## src/rtl/uart_apb_master_pkg.sv

```systemverilog
// uart_apb_master_pkg: shared state, response type and counter width for the APB3 initiator
package uart_apb_master_pkg;
  localparam int APB_MST_TMO_CW = 16;
  localparam int APB_MST_DW = 32;
  typedef enum logic [1:0] {IDLE, SETUP, ACCESS, RESP} apb_mst_state_t;
  typedef struct packed {
    logic [APB_MST_DW-1:0] rdata;
    logic                  err;
    logic                  timeout;
  } apb_mst_rsp_t;
endpackage

```

## src/rtl/uart_apb_master_tmo.sv

```systemverilog
// uart_apb_master_tmo: ACCESS wait counter, expired on the LIMIT-th cycle with PREADY low
module uart_apb_master_tmo
  import uart_apb_master_pkg::*;
#(
  parameter int unsigned LIMIT = 256
) (
  input  logic i_clk,
  input  logic i_rst,
  input  logic i_en,
  input  logic i_clr,
  output logic o_expired
);
  logic [APB_MST_TMO_CW-1:0] r_cnt;
  always_ff @(posedge i_clk) begin
    if (i_rst || i_clr) r_cnt <= '0;
    else if (i_en) r_cnt <= r_cnt + 1'b1;
  end
  assign o_expired = r_cnt == APB_MST_TMO_CW'(LIMIT - 1);
endmodule

```

## src/rtl/uart_apb_master.sv

```systemverilog
// uart_apb_master: APB3 initiator for a single-outstanding cmd/rsp handshake; access timeout via UART_APB_MASTER_TIMEOUT_EN
module uart_apb_master
  import uart_apb_master_pkg::*;
#(
  parameter int unsigned APB_ADDR_WIDTH = 32,
  parameter int unsigned APB_DATA_WIDTH = 32,
  parameter int unsigned TIMEOUT_CYCLES = 256
) (
  input  logic                      i_apb_pclk,
  input  logic                      i_apb_preset,
  input  logic                      i_cmd_valid,
  output logic                      o_cmd_ready,
  input  logic                      i_cmd_write,
  input  logic [APB_ADDR_WIDTH-1:0] i_cmd_addr,
  input  logic [APB_DATA_WIDTH-1:0] i_cmd_wdata,
  output logic                      o_rsp_valid,
  input  logic                      i_rsp_ready,
  output logic [APB_DATA_WIDTH-1:0] o_rsp_rdata,
  output logic                      o_rsp_err,
  output logic                      o_rsp_timeout,
  output logic [APB_ADDR_WIDTH-1:0] o_apb_paddr,
  output logic [APB_DATA_WIDTH-1:0] o_apb_pwdata,
  output logic                      o_apb_pwrite,
  output logic                      o_apb_psel,
  output logic                      o_apb_penable,
  input  logic [APB_DATA_WIDTH-1:0] i_apb_prdata,
  input  logic                      i_apb_pready,
  input  logic                      i_apb_pslverr
);
  apb_mst_state_t r_state;
  apb_mst_rsp_t   r_rsp;
  logic           w_tmo;
  if (TIMEOUT_CYCLES < 1 || TIMEOUT_CYCLES > 65535 || APB_DATA_WIDTH > APB_MST_DW) begin : g_bad_cfg
    $error("uart_apb_master: illegal parameter value");
  end
`ifdef UART_APB_MASTER_TIMEOUT_EN
  uart_apb_master_tmo #(.LIMIT(TIMEOUT_CYCLES)) u_tmo (
    .i_clk     (i_apb_pclk),
    .i_rst     (i_apb_preset),
    .i_en      (r_state == ACCESS && !i_apb_pready),
    .i_clr     (r_state == SETUP),
    .o_expired (w_tmo)
  );
`else
  assign w_tmo = 1'b0;
`endif
  assign o_cmd_ready   = r_state == IDLE;
  assign o_rsp_rdata   = r_rsp.rdata[APB_DATA_WIDTH-1:0];
  assign o_rsp_err     = r_rsp.err;
  assign o_rsp_timeout = r_rsp.timeout;
  always_ff @(posedge i_apb_pclk) begin
    if (i_apb_preset) begin
      r_state       <= IDLE;
      r_rsp         <= '0;
      o_rsp_valid   <= 1'b0;
      o_apb_paddr   <= '0;
      o_apb_pwdata  <= '0;
      o_apb_pwrite  <= 1'b0;
      o_apb_psel    <= 1'b0;
      o_apb_penable <= 1'b0;
    end else begin
      case (r_state)
        IDLE: if (i_cmd_valid) begin
          o_apb_paddr  <= i_cmd_addr;
          o_apb_pwrite <= i_cmd_write;
          o_apb_pwdata <= i_cmd_write ? i_cmd_wdata : '0;
          o_apb_psel   <= 1'b1;
          r_state      <= SETUP;
        end
        SETUP: begin
          o_apb_penable <= 1'b1;
          r_state       <= ACCESS;
        end
        ACCESS: if (i_apb_pready || w_tmo) begin
          // a slave completing on the limit cycle takes priority over the timeout
          r_rsp.rdata   <= (i_apb_pready && !o_apb_pwrite && !i_apb_pslverr) ? APB_MST_DW'(i_apb_prdata) : '0;
          r_rsp.err     <= i_apb_pready ? i_apb_pslverr : 1'b1;
          r_rsp.timeout <= !i_apb_pready;
          o_rsp_valid   <= 1'b1;
          o_apb_psel    <= 1'b0;
          o_apb_penable <= 1'b0;
          r_state       <= RESP;
        end
        RESP: if (i_rsp_ready) begin
          o_rsp_valid <= 1'b0;
          r_state     <= IDLE;
        end
        default: r_state <= IDLE;
      endcase
    end
  end
endmodule

```

## config.mk

```make
export PLATFORM = sky130hd
export DESIGN_NAME = uart_apb_master
export DESIGN_NICKNAME = d
export VERILOG_FILES = /design/src/rtl/uart_apb_master_pkg.sv /design/src/rtl/uart_apb_master_tmo.sv /design/src/rtl/uart_apb_master.sv
export SDC_FILE = /design/constraint.sdc
export NUM_CORES = 1
export LEC_CHECK = 0
export BUFFER_PORTS_ARGS = -buffer_cell sky130_fd_sc_hd__clkbuf_2
export CORE_MARGIN = 4
export CORE_UTILIZATION = 45
export DETAILED_ROUTE_END_ITERATION = 10
export PLACE_DENSITY = 0.76
export REMOVE_ABC_BUFFERS = 1
export SLEW_MARGIN = 20
export SYNTH_ARGS = -nofsm -noshare
export SYNTH_HDL_FRONTEND = slang
export SYNTH_SLANG_ARGS = --single-unit
```

## constraint.sdc

```tcl
create_clock -name i_apb_pclk -period 1.6 [get_ports i_apb_pclk]
set_input_delay 0.08 -clock i_apb_pclk [delete_from_list [all_inputs] [get_ports i_apb_pclk]]
set_output_delay 0.08 -clock i_apb_pclk [all_outputs]
set_load 0.05 [all_outputs]
```

== Word-level counts from Yosys, hierarchy flattened ==
Index checks and enable logic that the tools add are counted.
Storage, ports and cells
  register bits: 104
  latch bits: 0
  bits in writable memories: 0
  memory bits (read-only): 0
  logic and storage cells: 44
  memories kept: 0
Operators by class
  add/subtract/negate cells: 0
  multipliers: 0
  div/mod/pow operators: 0
  order comparisons: 0
  equality and inequality tests: 6
  shift-type cells: 0
  multiplexer cells: 13
  bitwise logic cells: 0
  reduce and logical (&&, ||, !) cells: 15
Operator list (number)
  $mux 32: 2
  $reduce_and 3->1: 3
  $pmux 2 s4: 1
  $mux 2: 3
  $ne 2x2->1 const B: 3
  $pmux 1 s2: 3
  $reduce_and 2->1: 3
  $reduce_bool 2->1: 3
  $eq 2x2->1 const B: 2
  $mux 1: 4
  $logic_not 1->1: 3
  $eq 2x1->1 const B: 1
  $logic_and 1x1->1: 2
  $logic_not 2->1: 1

== Longest topological paths before layout ==
Gate-level depths: netlist of run 1.
  depth in word-level cells: 4
  gate-level depth with buffers: 7
  depth with buffers taken out: 5

== Worst setup path before layout of run 1 ==
No wires, ideal clock.
  path kind: reg2reg
  start: reg r_state[0]
  end: reg o_apb_psel
  library setup time: 117 ps
  arrival: 1537 ps
  required time: 1483 ps
  path slack: -55 ps
  cell stages (with the launch flop): 5
  path buffers: 0
  clock period less this slack: 1655 ps
  path through: dfxtp_1 inv_1 ha_1 mux2_2 a32o_1
Between the ends
  longest elaborated chain between the ends: 3
RTL lines
  start, declared: RTL line uart_apb_master.sv:30  | apb_mst_state_t r_state;
  start signal, assigned: RTL line uart_apb_master.sv:53  | r_state <= IDLE;
  start signal, assigned: RTL line uart_apb_master.sv:68  | r_state <= SETUP;
  start signal, assigned: RTL line uart_apb_master.sv:72  | r_state <= ACCESS;
  $logic_not 2->1 (*)
  via o_cmd_ready: RTL line uart_apb_master.sv:12  | output logic o_cmd_ready,
  $ne 2x2->1 (no source line) / $reduce_bool 2->1 (equally long branches)
  $reduce_and 3->1 (no source line)
  end signal, assigned: RTL line uart_apb_master.sv:59  | o_apb_psel <= 1'b0;
  end signal, assigned: RTL line uart_apb_master.sv:67  | o_apb_psel <= 1'b1;
  end signal, assigned: RTL line uart_apb_master.sv:80  | o_apb_psel <= 1'b0;
  end, declared: RTL line uart_apb_master.sv:24  | output logic o_apb_psel,
Mark *: on every way through the listed nets, which the timed path passes. The rest lies on a longest branch.
A chain may end at the register's enable or synchronous reset.

== Worst setup path after layout of run 1 ==
  start: reg r_state[0]
  end: reg r_state[0]
Between the ends
  longest elaborated chain between the ends: 3
RTL lines
  $eq 2x2->1 / $logic_not 2->1 (equally long branches): RTL line uart_apb_master.sv:62  | case (r_state)
  $ne 2x2->1 (no source line)
  $reduce_and 3->1 (no source line)
Parallel ways exist; a longest one is shown, timed or not.

==> out/qor.yml, run 1 <==
floorplanning:
  die-area_mm2: 0.0106
  start_util_pct: 46.4
  die_y_um: 103
  boundaryPins: 206
  core_area_mm2: 0.00872
  core.rowCount: 34
  die-width_um: 103
synthesis:
  ys_top_cells_by_area: "dfxtp_1 51%, nand2_1 9.7%, a22oi_2 9.3%"
  synth_top_area_share_pct: 51.5
  synth_area_leader_cell: "dfxtp_1"
  seq_area_frac_synth_pct: 51.5
  ys_types: 31
  yosys_warnings: 0
  syn_area_per_cell_um2: 9.21
  synth_area_mm2: 0.00404
  ys_ff_latch: 104
  syn_inst: 439
drt:
  finalWirelength_mm: 13.5
  avgRoutedWirePerCell_um: 16.1
  vias: 4309
  vias_per_cell: 5.13
  route.detailed.drc: 0
  antenna_left: 0
  drt_pass1_iterations: 5
  drtIter0Drc: 144
place:
  io_buffers: 205
  routabilityCongestion: 0.767
  hpwl_mm: 7.87
power_and_ir_drop:
  comb_power_share_pct: 43.4
  p_seq_share_pct: 38.8
  switchingPower_mw: 3.52
  internal-power_mw: 4.59
  pwr-share-clk_pct: 17.8
  power_leakage_nw: 2.75
  power_density_mw_per_mm2: 1290
  ir_drop_mv: 0.708
  swShare_pct: 43.4
setup_path:
  rr_startpoint: "r_state[0]"
  rr_worst_depth: 5
  cp_max_fo: 5
  regToRegEndpoint: "r_state[0]"
  endpoint_kind: "flip-flop"
  setup.worst_path.class: "flip-flop to flip-flop"
  worst_ep_arrival_time_ns: 1.80
  reg2reg_setup_slack_ns: 0.07
  critPathRequiredTime_ns: 1.87
  critPathLaunchType: "flip-flop"
min_path:
  min_path_type: "input port to flip-flop"
  holdPathEnd: "o_rsp_valid"
  holdPathStages: 4
  hold_start: "i_rsp_ready"
timing:
  maxSlewViolCount: 0
  min_period_ns: 1.53
  finClkSkew_ns: 0.00988
  setup-violations-final: 0
  slew_headroom_pct: 56.4
  hold_violations: 0
  period_share_pct: 95.6
  tightest_slew_ns: 0.654
  rsz0062_at_grt: "no"
  whs_ns: 0.0411
  timing.fmax_mhz: 654
flow_run:
  maxCapViolCount: 0
cells_and_area:
  most-common-layout-cells: "204 x clkbuf_2, 104 x nand2_1, 103 x dfxtp_1"
  area_growth_pct: 55.6
  mostFrequentLayoutCell: "clkbuf_2"
  final_nets: 836
  utilization_pct: 72.1
  drive_gt1_share_pct: 41.3
  num_antenna_cells: 0
clock_network:
  numCtsBuffers: 9
  cts_setup_buffers: 0
  cts_tree: "built"
  clkSinkCount: 104
  cts_buffer_depth: 2
  clock_latency_ns: 0.36
  clk_pin_slew_ns: 0.10
  root_buffer: "clkbuf_8"
  cts_max_level: 3
global_route:
  grt_first_pass_wirelength_mm: 20.5
  grt_start_max_net_pins: 61
  grtUsageTotal_pct: 24.7
  overflow: 0
  grt_pass1_vias: 4210
  antenna_found_initial: 0
status:
  outcome: "finished, final reports clean"
==> worst max path at each step <==
stage,from,endpoint,slack (ns),cells after the start
floorplan,r_state[0],o_rsp_rdata[0],-0.55,5
global placement,r_state[0],r_state[0],0.1,5
detailed placement,r_state[0],r_state[0],0.04,5
CTS,r_state[1],r_state[0],0.0002,5
global route,r_state[0],r_state[0],0.01,5
finish,r_state[0],r_state[0],0.07,5
==> logic make-up after synthesis <==
| family | Yosys count | synth area share (%) |
|---|---|---|
| buffers and inverters | 40 | 6.19 |
| DFF | 104 | 51.5 |
| muxes | 3 | 0.804 |
| AOI/OAI and AO/OA | 103 | 18.8 |
| and+or+nand+nor | 183 | 20.8 |
| adders and majority gates | 6 | 1.86 |
==> sequential cells by signal, summed over array words and instances (netlist names) <==
signal and count:
o_rsp_err 1, o_apb_penable 1, o_apb_paddr 32, o_rsp_timeout 1
o_rsp_rdata 32, o_rsp_valid 1, o_apb_pwdata 32, r_state 2
o_apb_pwrite 1, o_apb_psel 1
==> power by group through the flow <==
stage / Combinational (mW) / Clock, mW / Sequential (mW)
after CTS: 3.46 / 1.49 / 3.13
after detailed placement: 3.27 / 0 / 3.19
final: 3.52 / 1.44 / 3.15
after global routing: 3.76 / 1.59 / 3.19
after global placement: 3.21 / 0 / 3.17
after floorplan: 1.12 / 0 / 4.28
==> what timing repair did <==
action,4_1_cts,5_1_grt
cloned,0,1
hold endpoints to repair,99,0
resized for setup,1,4
endpoints found under the setup margin,1,24
pin swaps,0,0
hold buffers,98,0
==> worst max-delay path, cell delays in order, from the launching register on <==
cell,delay [ns]
dfxtp_1,0.39
inv_2,0.09
ha_2,0.23
nor2b_4,0.14
or4_1,0.52
o31ai_1,0.08
==> final cells by class <==
type | instances | area, um2
Fill cell | 592 | 2430
Inverter | 3 | 11.3
Clock inverter | 5 | 33.8
Timing Repair Buffer | 314 | 2180
Clock buffer | 11 | 131
Multi-Input combinational cell | 295 | 1720
Tap cell | 108 | 135
Sequential cell | 104 | 2080
==> stage by stage <==
| stage | setup TNS, ns | setup slack, ns | area [um2] | cells | total power [mW] |
|---|---|---|---|---|---|
| floorplan | -48.34 | -0.546 | 3800 | 402 | 5.40 |
| global placement | 0 | 0.0953 | 5110 | 725 | 6.38 |
| detailed placement | 0 | 0.0394 | 5110 | 725 | 6.45 |
| CTS | 0 | 0.000162 | 6260 | 839 | 8.08 |
| global route | 0 | 0.00997 | 6290 | 840 | 8.53 |
| finish | 0 | 0.0699 | 6290 | 840 | 8.11 |
==> Yosys cell counts <==
cell type and count:
or2_2 1, or4_1 1, buf_12 3, dfxtp_1 104, buf_4 5, nor2b_4 1
clkbuf_1 13, and3_1 1, a21oi_1 66, buf_2 14, mux2_2 2, o31ai_1 1
buf_6 2, a22oi_1 2, o21bai_1 1, and4bb_1 1, mux2i_1 1, nor2b_1 2
a22oi_2 30, a211oi_1 1, nand2_1 105, nor3_1 1, nand3_1 33, a32o_1 1
ha_1 6, nand2_2 1, nor2_2 30, nor2_1 5, and2_1 1, a32oi_1 1
inv_1 3
==> per-layer routing <==
metal  global-route usage (%)  share of wire (%)  up-vias
met1                     28.8                 38     1988
met3                     8.80                 11       36
met2                     40.8                 48      236
met4                     11.2                3.1        0
li1                         -                  -     2049
met5                        0                  0        -
No activity file was read; power rests on OpenSTA's default activity.
==> run 2: changes to the inputs <==
--- a/config.mk
+++ b/config.mk
@@ -5,9 +5,10 @@
 export SDC_FILE = /design/constraint.sdc
 export NUM_CORES = 1
 export LEC_CHECK = 0
+export ABC_AREA = 1
 export BUFFER_PORTS_ARGS = -buffer_cell sky130_fd_sc_hd__clkbuf_2
 export CORE_MARGIN = 4
-export CORE_UTILIZATION = 45
+export CORE_UTILIZATION = 44
 export DETAILED_ROUTE_END_ITERATION = 10
 export PLACE_DENSITY = 0.76
 export REMOVE_ABC_BUFFERS = 1
==> out/qor.yml, run 2 <==
timing:
  min_period_ns: 1.49  # -0.0426 ns
  maxSlewViolCount: 0  # unchanged
  tightest_slew_ns: 0.352  # -0.302 ns
  slew_headroom_pct: 76.5  # +20 points
  period_share_pct: 93.0  # -2.7 points
  rsz0062_at_grt: "yes"
  finClkSkew_ns: 0.00952  # -0.000355 ns
  setup-violations-final: 0  # unchanged
  hold_violations: 0  # unchanged
  setup_tns_ns: 0  # unchanged
  finalWorstSetupSlack_ns: 0.113  # +0.0426 ns
  timing.fmax_mhz: 672  # +2.9%
synthesis:
  ys_top_cells_by_area: "dfxtp_1 56%, nand2_1 15%, a21oi_1 8.8%"
  ys_types: 17  # -45%
  syn_area_per_cell_um2: 7.73  # -16%
  post-synth-top-count-cell: "nand2_1"
  ys_ff_latch: 104  # unchanged
  synth_top_area_share_pct: 55.7  # +4.2 points
  syn_inst: 484  # +10%
  synth-edff-count: 0  # unchanged
  seq_area_frac_synth_pct: 55.7  # +4.2 points
  synthTopCellsByCount: "149 x nand2_1, 104 x dfxtp_1, 75 x nor2_1"
  synthArstFlopShare_pct: 0  # unchanged
  synth_flop_cell: "dfxtp_1"
  synth_area_leader_cell: "dfxtp_1"
  synth_area_mm2: 0.00374  # -7.5%
  yosys_warnings: 0  # unchanged
global_route:
  grt_first_pass_wirelength_mm: 20.3  # -1.2%
  grt_pass1_vias: 4254  # +1.0%
  grtUsageTotal_pct: 24.9  # +0.22 points
  grt_start_max_net_pins: 55  # -9.8%
  antenna_found_initial: 0  # unchanged
  overflow: 0  # unchanged
clock_network:
  cts_max_level: 3  # unchanged
  root_buffer: "clkbuf_8"
  numCtsBuffers: 9  # unchanged
  clk_pin_slew_ns: 0.10  # about the same
  cts_buffer_depth: 2  # unchanged
  cts_tree: "built"
  clock_latency_ns: 0.35  # about the same
  clkSinkCount: 104  # unchanged
setup_path:
  path_common_cell: "nand2_1"
  critPathRequiredTime_ns: 1.89  # +0.02 ns
  critPathLaunchType: "flip-flop"
  crit_path_top_delay_cell: "dfxtp_1"
  worst_ep_arrival_time_ns: 1.78  # -0.02 ns
  cp_max_fo: 32  # +27
  setup.worst_path.class: "flip-flop to flip-flop"
  max_stage_delay_ns: 0.34  # -0.18 ns
  endpoint_kind: "flip-flop"
  crit_chain: "inv_1 -> ha_1 -> nand2_2 -> inv_2 -> nand2_1 -> inv_6 -> nand2_1 -> a21oi_1"
cells_and_area:
  nFillCells: 620  # +4.7%
  final_nets: 877  # +4.9%
  most-common-layout-cells: "205 x clkbuf_2, 148 x nand2_1, 104 x dfxtp_1"
  stdcell_area_mm2: 0.00597  # -5.1%
  num_antenna_cells: 0  # unchanged
  utilization_pct: 72.3  # +0.13 points
  area_growth_pct: 59.5
  drive_gt1_share_pct: 30.4  # -11 points
  mostFrequentLayoutCell: "clkbuf_2"
place:
  pre_cts_slack_ns: -0.0196  # -0.0590 ns
  io_buffers: 205  # unchanged
  hpwl_mm: 7.40  # -5.9%
  routabilityCongestion: 0.819  # +6.8%
  placed_area_mm2: 0.00485  # -5.1%
drt:
  avgRoutedWirePerCell_um: 14.2  # -12%
  route.detailed.drc: 0  # unchanged
  finalWirelength_mm: 12.4  # -7.8%
  drt_pass1_iterations: 4  # -1
  antenna_left: 0  # unchanged
  vias: 4253  # -1.3%
  drtIter0Drc: 176  # +22%
  vias_per_cell: 4.84  # -5.6%
power_and_ir_drop:
  comb_power_share_pct: 42.9  # -0.5 points
  switchingPower_mw: 3.78  # +7.5%
  ir_drop_mv: 0.653  # -7.9%
  power_density_mw_per_mm2: 1440  # +11%
  power_leakage_nw: 2.77  # +0.84%
  p_seq_share_pct: 37.7  # -1.1 points
  pwr-share-clk_pct: 19.4  # +1.6 points
  finalPower_mw: 8.57  # +5.6%
  internal-power_mw: 4.78  # +4.2%
  swShare_pct: 44.2  # +0.76 points
floorplanning:
  die-area_mm2: 0.0100  # -5.0%
  die-width_um: 100  # -2.5%
  die_y_um: 100  # -2.5%
  core.rowCount: 33  # -2.9%
  start_util_pct: 45.3  # -1.1 points
  core_area_mm2: 0.00826  # -5.3%
  boundaryPins: 206  # unchanged
status:
  outcome: "finished, final reports clean"
flow_run:
  maxCapViolCount: 0  # unchanged
min_path:
  min_path_type: "input port to flip-flop"
## run 2: kinds of logic (layout without fill, tap and decap cells)
family,count (synthesis),after routing,synth area share (%)
fa+ha+maj,6,6,2.01
flops,104,104,55.7
buf+inv,45,334,5.48
simple gates,229,229,23.5
compound gates,100,100,13.4
## run 2: cell type report
type / count / area [um2] / area share [%]
clock buffers: 10 / 138 / 2.31
clock inverters: 6 / 65.1 / 1.09
inverters: 15 / 61.3 / 1.03
multi-input cells: 335 / 1460 / 24.4
flip-flops and latches: 104 / 2080 / 34.9
well taps: 105 / 131 / 2.20
repair buffers: 303 / 2030 / 34.0
## run 2: worst paths after layout
kind,startpoint,to,slack (ns),cells after the start
min,i_cmd_addr[25],o_apb_paddr[25],0.01,3
max,r_state[0],o_apb_pwdata[14],0.11,8
max reg2reg,r_state[0],o_apb_pwdata[14],0.11,8
min reg2reg,o_rsp_timeout,o_rsp_timeout,0.45,2
## run 2: power groups by stage
stage               clock [mW]  combinational (mW)  sequential [mW]
floorplan                    0                1.14             4.60
global placement             0                3.38             3.25
detailed placement           0                3.45             3.27
CTS                       1.73                3.63             3.22
global route              1.81                3.98             3.28
finish                    1.66                3.68             3.23
## run 2: repair_timing
| item | 4_1_cts | 5_1_grt |
|---|---|---|
| hold buffers | 90 | 0 |
| setup endpoints to repair | 11 | 44 |
| hold endpoints to repair | 90 | 0 |
| buffers inserted | 0 | 0 |
| resized for setup | 1 | 4 |
## run 2: per-layer routing
metal  wire length [um]  up-vias  track usage [%]
li1                   -     2089                -
met1               4530     1931             26.1
met4                401        0             10.2
met2               6420      191             46.3
met5                  0        -                0
met3               1100       42             7.09
## run 2: critical path: cells and delay by family, from the launching register on
kind,cells,cell delay [ns]
simple gates,3,0.33
compound gates,1,0.13
fa+ha+maj,1,0.21
buf+inv,3,0.43
flops,1,0.34
## run 2: per-stage QoR
step / cells / hold slack, ns
floorplan: 454 / 0.149
global placement: 772 / 0.310
detailed placement: 772 / 0.318
CTS: 878 / 0.000985
global route: 878 / 0.0336
finish: 878 / 0.0101
